**config.mk**
```make
export PLATFORM = sky130hd
export DESIGN_NAME = fetch_word_supplier
export DESIGN_NICKNAME = d
export VERILOG_FILES = /design/src/rtl/fetch_word_supplier.sv
export SDC_FILE = /design/constraint.sdc
export NUM_CORES = 1
export LEC_CHECK = 0
export ABC_AREA = 1
export ABC_CLOCK_PERIOD_IN_PS = 16600
export CORE_MARGIN = 2
export CORE_UTILIZATION = 52
export DETAILED_ROUTE_END_ITERATION = 8
export PLACE_DENSITY = 0.79
export SYNTH_ARGS = -nofsm -noshare
export SYNTH_HDL_FRONTEND = slang
export SYNTH_SLANG_ARGS = --single-unit
```
**constraint.sdc**
```tcl
create_clock -name clk -period 16.6 [get_ports clk]
set_input_delay 2.49 -clock clk [delete_from_list [all_inputs] [get_ports clk]]
set_output_delay 2.49 -clock clk [all_outputs]
set_load 0.005 [all_outputs]
```
**src/rtl/fetch_word_supplier.sv**
```systemverilog
// Instruction word supplier: a small queue of sequential words in front of a read bus.
// Define IMEM_PREFETCH_EN to enable sequential prefetch and the advance path.
module fetch_word_supplier #(
  parameter int DEPTH = 2
) (
  input  logic        clk,
  input  logic        rst,
  input  logic [31:0] req_pc,
  input  logic        req_valid,
  input  logic        flush,
  output logic [31:0] inst,
  output logic        inst_arrived,
  output logic [31:0] bus_addr,
  output logic        bus_ren,
  input  logic        bus_busy,
  input  logic [31:0] bus_rdata
);

`ifdef IMEM_PREFETCH_EN
  localparam int QD = DEPTH;
  localparam int AD = (QD < 2) ? 2 : QD;
`else
  localparam int QD = 1;
  localparam int AD = 1;
`endif
  localparam int CW = $clog2(DEPTH + 1);

  typedef enum logic [1:0] {S_IDLE, S_READ, S_DRAIN} state_e;

  state_e          state_q;
  logic [29:0]     rd_tag_q;
  logic [CW-1:0]   cnt_q, cnt_d;
  logic [29:0]     tag_q  [AD];
  logic [29:0]     tag_d  [AD];
  logic [31:0]     data_q [AD];
  logic [31:0]     data_d [AD];

  logic [29:0] req_tag, wr_tag, pf_tag;
  logic        req_live, hit_head, hit_next, in_flight, miss, advance;
  logic        pf_ok, complete, keep, bypass;
  logic        unused_pc_bits;

  assign unused_pc_bits = ^req_pc[1:0];
  assign req_tag   = req_pc[31:2];
  assign req_live  = req_valid && !flush;
  assign hit_head  = (cnt_q != '0) && (tag_q[0] == req_tag);
  // A request for the word already on the bus waits for it instead of missing.
  assign in_flight = (state_q == S_READ) && (rd_tag_q == req_tag);

`ifdef IMEM_PREFETCH_EN
  logic [29:0] tail_tag;
  always_comb begin
    tail_tag = tag_q[0];
    for (int i = 1; i < AD; i++)
      if (cnt_q == CW'(i + 1)) tail_tag = tag_q[i];
  end
  assign hit_next = (cnt_q > CW'(1)) && (tag_q[1] == req_tag);
  assign pf_ok    = (cnt_q != '0) && (cnt_q < CW'(QD)) && !flush && (tail_tag != '1);
  assign pf_tag   = tail_tag + 30'd1;
`else
  assign hit_next = 1'b0;
  assign pf_ok    = 1'b0;
  assign pf_tag   = '0;
`endif

  assign miss    = req_live && !hit_head && !hit_next && !in_flight;
  assign advance = req_live && !hit_head && hit_next;

  always_comb begin
    // NOTE: every always_comb output gets a default first so no latch is inferred.
    bus_ren  = 1'b0;
    bus_addr = 32'd0;
    if (!rst) begin
      case (state_q)
        S_IDLE: begin
          if (miss) begin
            bus_ren  = 1'b1;
            bus_addr = {req_tag, 2'b00};
          end else if (pf_ok) begin
            bus_ren  = 1'b1;
            bus_addr = {pf_tag, 2'b00};
          end
        end
        default: begin
          bus_ren  = 1'b1;
          bus_addr = {rd_tag_q, 2'b00};
        end
      endcase
    end
  end

  assign complete = bus_ren && !bus_busy;
  assign wr_tag   = bus_addr[31:2];
  // Data from a drained or superseded read is never written or forwarded.
  assign keep     = complete && !flush &&
                    ((state_q == S_IDLE) || ((state_q == S_READ) && !miss));
  assign bypass   = keep && (wr_tag == req_tag);

  assign inst_arrived = !rst && req_live && (hit_head || bypass);
  assign inst = !inst_arrived ? 32'd0 : (hit_head ? data_q[0] : bus_rdata);

  always_comb begin
    cnt_d  = cnt_q;
    tag_d  = tag_q;
    data_d = data_q;
    if (flush || miss) begin
      cnt_d = '0;
    end else if (advance) begin
      for (int i = 0; i < AD - 1; i++) begin
        tag_d[i]  = tag_q[i + 1];
        data_d[i] = data_q[i + 1];
      end
      cnt_d = cnt_q - CW'(1);
    end
    if (keep) begin
      for (int i = 0; i < AD; i++) begin
        if (cnt_d == CW'(i)) begin
          tag_d[i]  = wr_tag;
          data_d[i] = bus_rdata;
        end
      end
      cnt_d = cnt_d + CW'(1);
    end
  end

  // NOTE: queue storage is not reset; cnt_q alone decides which entries are valid.
  always_ff @(posedge clk) begin
    tag_q  <= tag_d;
    data_q <= data_d;
  end

  always_ff @(posedge clk or posedge rst) begin
    if (rst) cnt_q <= '0;
    else     cnt_q <= cnt_d;
  end

  // NOTE: sequential state uses non-blocking assignments only.
  always_ff @(posedge clk or posedge rst) begin
    if (rst) begin
      state_q  <= S_IDLE;
      rd_tag_q <= '0;
    end else begin
      case (state_q)
        S_IDLE: begin
          if (bus_ren && bus_busy) begin
            state_q  <= S_READ;
            rd_tag_q <= bus_addr[31:2];
          end
        end
        S_READ: begin
          if (flush) begin
            state_q <= complete ? S_IDLE : S_DRAIN;
          end else if (miss) begin
            if (complete) rd_tag_q <= req_tag;
            else          state_q  <= S_DRAIN;
          end else if (complete) begin
            state_q <= S_IDLE;
          end
        end
        S_DRAIN: begin
          if (complete) begin
            if (miss) begin
              state_q  <= S_READ;
              rd_tag_q <= req_tag;
            end else begin
              state_q <= S_IDLE;
            end
          end
        end
        default: state_q <= S_IDLE;
      endcase
    end
  end

endmodule
```
Word level (Yosys, flattened, before mapping)
Index checks and enable logic that the tools add are counted.
Cells by class
  multiplexer cells: 26
  reduce and logical (&&, ||, !) cells: 29
  bitwise logic cells: 0
  order comparisons: 0
  equality and inequality tests: 13
  shifts and indexed selects: 0
  add/sub/neg operators: 1
  divide/modulo/power cells: 0
  multiply operators: 0
Operators with widths (count)
  $mux 30: 6
  $mux 32: 5
  $eq 30x30->1: 3
  $pmux 30 s3: 1
  $mux 2: 9
  $logic_and 1x1->1: 13
  $ne 2x2->1 const B: 5
  $ne 4x4->1 const B: 2
  $reduce_and 7->1: 1
  $logic_not 1->1: 6
  $pmux 2 s3: 1
  $logic_not 2->1: 2
  $mux 1: 4
  $reduce_and 4->1: 1
  $logic_or 1x1->1: 3
  $reduce_bool 3->1: 1
  $add 2x1->2 const B: 1
  $eq 2x1->1 const B: 1
  $eq 2x2->1 const B: 1
  $ne 2x1->1 const B: 1
  $reduce_and 2->1: 1
  $reduce_bool 2->1: 1
Word-level totals
  input port bits: 69
  output and inout bits: 66
  bits in registers: 96
  latch bits: 0
  word-level logic and storage cells: 74
  ROM bits: 0
  memory bits (writable): 0
  memories: 0

Longest topological paths before layout
  depth after elaboration: 15
  mapped depth: 26
  depth with buffers taken out: 24

Worst setup path after synthesis
Ideal clock, no wire load.
  path kind: input to register
  start point: in req_pc[27]
  end point: reg data_q[0] (netlist name), enable pin
  path buffers: 2
  path slack: 7789 ps
  data required time: 16029 ps
  arrival time: 8240 ps
  setup time: 571 ps
  cell stages on the path: 17
  cells stage by stage: buf_2 inv_2 nand2_1 nand2_1 inv_1 nand2_1 nor2_1 nand2_1 nor2_2 nand2_4 nand3_4 buf_2 nand2_1 inv_1 nand2_1 ha_1 nor3b_1
On the way
  word-level cells in the longest chain between the ends: 12
  elaborated cells between the ends (all ways): 21
  classes of those cells: eq/ne: 2; mux: 4; reduce/logical: 15
Ends and longest elaborated chain
  from (decl): RTL line 8  | input logic [31:0] req_pc,
  $eq 30x30->1: RTL line 46  | assign hit_head = (cnt_q != '0) && (tag_q[0] == req_tag);
  $logic_and 1x1->1: RTL line 46
  $logic_not 1->1
  $logic_and 1x1->1
  $logic_and 1x1->1 *: RTL line 66  | assign miss = req_live && !hit_head && !hit_next && !in_flight;
  $mux 1: RTL line 76  | if (miss) begin
  $mux 1: RTL line 74  | case (state_q)
  $mux 1: RTL line 73  | if (!rst) begin
  $logic_and 1x1->1: RTL line 92  | assign complete = bus_ren && !bus_busy;
  $logic_and 1x1->1 (2 in a row): RTL line 95  | assign keep = complete && !flush &&
  $reduce_and 2->1 (no source line) *
  to (signal assigned): RTL line 129  | data_q <= data_d;
  to (decl): RTL line 35  | logic [31:0] data_q [AD];
Mark *: on every way between the ends. The rest lies on a longest branch, timed or not.
A chain may end at the register's enable or synchronous reset.

Final worst setup path
  start point: in req_pc[22]
  end point: out inst[31]
On the way
  word-level cells in the longest chain between the ends: 15
  elaborated cells between the ends (all ways): 26
  classes of those cells: eq/ne: 3; mux: 8; reduce/logical: 15
Ends and longest elaborated chain
  parallel branches: the longest is 14 deep, another holds $mux 32
  $mux 32 *: RTL line 100  | assign inst = !inst_arrived ? 32'd0 : (hit_head ? data_q[0] : bus_rdata);
  to (decl): RTL line 11  | output logic [31:0] inst,
Mark *: on every way between the ends.

==> qor.csv <==
stage,metric,value,unit
floorplanning,core.rowCount,42,
detailed_routing,drt-wirelength-per-cell,14.63,um
global_routing,antenna_found_initial,0,
worst_setup_path,r2r_slack,13.24,ns
pwr,p_leak,3.953,nW
cells_and_area,drive_above_1_share,7.609,%
global_routing,met1_usage,36.80,%
clocking,clk_pin_slew_worst_paths,0.07,ns
detailed_routing,drt-pass1-iter-count,6,
worst_setup_path,r2r_start,state_q[1],
timing,min_period_over_period,54.11,%
clocking,cts_root_buffer,clkbuf_16,
global_routing,grt-ovfl-total,0,
global_routing,grt_usage,26.81,%
floorplanning,dieArea,0.01428,sq mm
pwr,power,1.056,mW
timing,relSlewSlack,37.51,%
floorplanning,io-pin-count,135,
timing,finClkSkew,0.01108,ns
worst_setup_path,crit_path_max_fanout,33,
detailed_routing,num_vias,6602,
cells_and_area,n_antenna_cell,0,
clocking,postCtsHoldBufs,0,
worst_setup_path,cp_data_arrival_time,6.49,ns
detailed_routing,via_per_inst,5.158,
clocking,postCtsSetupRepairBufs,0,
worst_hold_path,hold_depth,2,
clocking,htree_levels,3,
global_routing,grtUsageMet3,4.658,%
run_status,outcome,"complete, no violations",
cells_and_area,area_growth,24.15,%
timing,finalHoldViolations,0,
place,place_inst,1264,
timing,final_max_slew_viol_count,0,
clocking,clk_path_buf_depth,2,
floorplanning,core,0.01314,sq mm
worst_setup_path,r2r-end,rd_tag_q[27],
timing,finalSetupTns,0,ns
place,gp_congestion,0.8676,
worst_setup_path,required,14.11,ns
logic_synthesis,synthTopCellsByArea,"edfxtp_1 (27%), nand2_1 (19%), dfrtp_1 (12%)",
logic_synthesis,yosysSeqAreaShare,39.11,%
logic_synthesis,yosysTopAreaCell,edfxtp_1,
worst_setup_path,cp-start-kind,primary input,
cells_and_area,stdcell_count,1280,
global_routing,grt_pass1_wl,30220,um
logic_synthesis,synthCells,993,
cells_and_area,n_fill_cell,1147,
worst_setup_path,crit_type,in2out,
logic_synthesis,ys.flop_type,edfxtp_1,
logic_synthesis,synth_cell_types,35,
global_routing,grt_pass1_vias,6170,
logic_synthesis,avgSynthCellArea,6.986,sq um
worst_hold_path,hold_class,reg2reg,
timing,fmax,0.1113,GHz
clocking,post_cts_resized,0,
timing,worst_pin_slew,0.9373,ns
pwr,ir_drop,0.1736,mV
logic_synthesis,synth-seq-cells,96,
worst_hold_path,min_from,rd_tag_q[1],
logic_synthesis,synth_top_area_share,26.84,%
floorplanning,initial_core_util,52.80,%
place,dp_hpwl,13210,um
pwr,p_per_area,122.6,mW/mm^2
logic_synthesis,synth_edf_count,62,
timing,hold_ws,0.5830,ns
worst_setup_path,endpoint_kind,output port,
global_routing,met2_usage,43.79,%
cells_and_area,layout.nets,1173,
clocking,worstSkewPairLatency,0.36,ns
logic_synthesis,async_reset_ff_share,35.42,%
timing,rsz0062_at_grt,false,
global_routing,grt.busiest_layer,met2,
flow_run,max_cap_violations,0,
cells_and_area,multiInputGateArea,0.003377,sq mm
worst_hold_path,hold_end,rd_tag_q[1],
detailed_routing,ant_nets,0,
logic_synthesis,yosys_warnings,0,
detailed_routing,routed_wl,18730,um
place,io_buffers,130,
timing,min_period,8.982,ns
clocking,tritoncts,done,
cells_and_area,register_area,0.002713,sq mm
detailed_routing,drc,0,
floorplanning,die_w,119.5,um
global_routing,grt_max_degree,80,
floorplanning,die_y,119.5,um
worst_setup_path,r2r_cells,16,
timing,setup_violations,0,
clocking,cts_buffers,9,
logic_synthesis,syn_area,0.006937,sq mm
cells_and_area,final_core_util,65.55,%
clocking,cts_sinks,96,
detailed_routing,dr.first_iter.drc_count,641,
## layer usage
| layer | up-vias | share of wire (%) |
|---|---|---|
| met4 | 0 | 1.8 |
| li1 | 3327 | - |
| met5 | - | 0 |
| met2 | 259 | 47 |
| met3 | 30 | 7.0 |
| met1 | 2986 | 44 |
## state kept, by name, summed over array words and instances, names as in the netlist
register	cells
state_q	2
data_q	32
cnt_q	2
rd_tag_q	30
tag_q	30
## how the worst max path moves through the flow
stage                    start  cells past startpoint   endpoint
CTS                 req_pc[22]                     25   inst[31]
global placement     req_pc[6]                     25    inst[0]
finish              req_pc[22]                     25   inst[31]
detailed placement  req_pc[22]                     25   inst[31]
floorplan           req_pc[27]                     17  data_q[0]
global route        req_pc[22]                     25   inst[31]
## synthesized netlist by cell type (4+ instances only)
cell type	count
inv_2	14
ha_1	5
o21ai_0	73
nand3_1	31
buf_1	4
nor2_1	64
buf_2	12
o21ai_1	12
buf_6	4
xnor2_1	18
nor2_2	33
nand4_1	27
o31ai_1	12
nand2_1	345
edfxtp_1	62
a21boi_1	4
clkbuf_1	22
a21oi_1	4
dfrtp_1	34
inv_1	158
mux2i_1	32
## stage by stage
stage / setup WS, ns / area [sq um]
global route: 7.165 / 8612
detailed placement: 7.623 / 8317
finish: 7.618 / 8612
CTS: 7.610 / 8612
global placement: 7.647 / 8317
floorplan: 7.789 / 6940
## kinds of logic (layout without fill, tap and decap cells)
kind of cell    after synthesis  after routing  share of synthesized area, %
xor+xnor                     19             19                         2.399
buf+inv                     216            326                         12.45
simple gates                512            512                         31.46
mux                          32             32                         4.618
flops                        96             96                         39.11
other cells                   1              2                       0.05406
compound gates              112            112                         9.019
fa+ha+maj                     5              5                        0.9019
## power breakdown
part / total [mW] / internal, mW / switching, mW
logic: 0.505 / 0.171 / 0.334
registers: 0.337 / 0.308 / 0.0288
clock network: 0.214 / 0.117 / 0.0975
total: 1.06 / 0.596 / 0.460
## layout make-up
class	instances	share of cell area [%]
multi-input combinational	682	39.21
sequential	96	31.50
timing repair buffer	138	15.81
inverter	172	7.497
clock buffer	9	2.615
tap	176	2.557
clock inverter	7	0.8136
## cells in the final DEF, fill, tap and decap left out, drive strengths merged
cell | synthesis | final
a21boi | 7 | 7
a21oi | 5 | 5
a31oi | 2 | 2
buf | 22 | 8
bufinv | 0 | 1
clkbuf | 22 | 9
clkdlybuf4s50 | 0 | 130
clkinv | 0 | 4
clkinvlp | 0 | 1
conb | 1 | 2
dfrtp | 34 | 34
edfxtp | 62 | 62
ha | 5 | 5
inv | 172 | 173
mux2i | 32 | 32
nand2 | 350 | 350
nand3 | 34 | 34
nand3b | 1 | 1
nand4 | 27 | 27
nor2 | 99 | 99
nor3b | 1 | 1
o2111ai | 1 | 1
o21ai | 85 | 85
o31ai | 12 | 12
xnor2 | 18 | 18
xor2 | 1 | 1
## critical path: stages
cell             delay (ns)
clkdlybuf4s50_1        0.55
inv_1                  0.09
nand2_1                0.06
nand2_1                0.11
nor2_1                 0.12
nand2_1                0.06
nor2_1                 0.16
nand2_1                0.14
nor2_4                 0.09
buf_4                  0.50
nor2_4                 0.13
nand3_1                0.10
nand2_1                0.05
nand2_1                0.09
inv_2                  0.06
nand2_1                0.10
nand3_1                0.09
nor2_1                 0.12
nand2_1                0.06
nor2_1                 0.09
nand2_1                0.07
nand2_2                0.09
nand2_4                0.29
nor2_1                 0.21
clkdlybuf4s50_1        0.52
No activity file was read; power rests on OpenSTA's default activity.
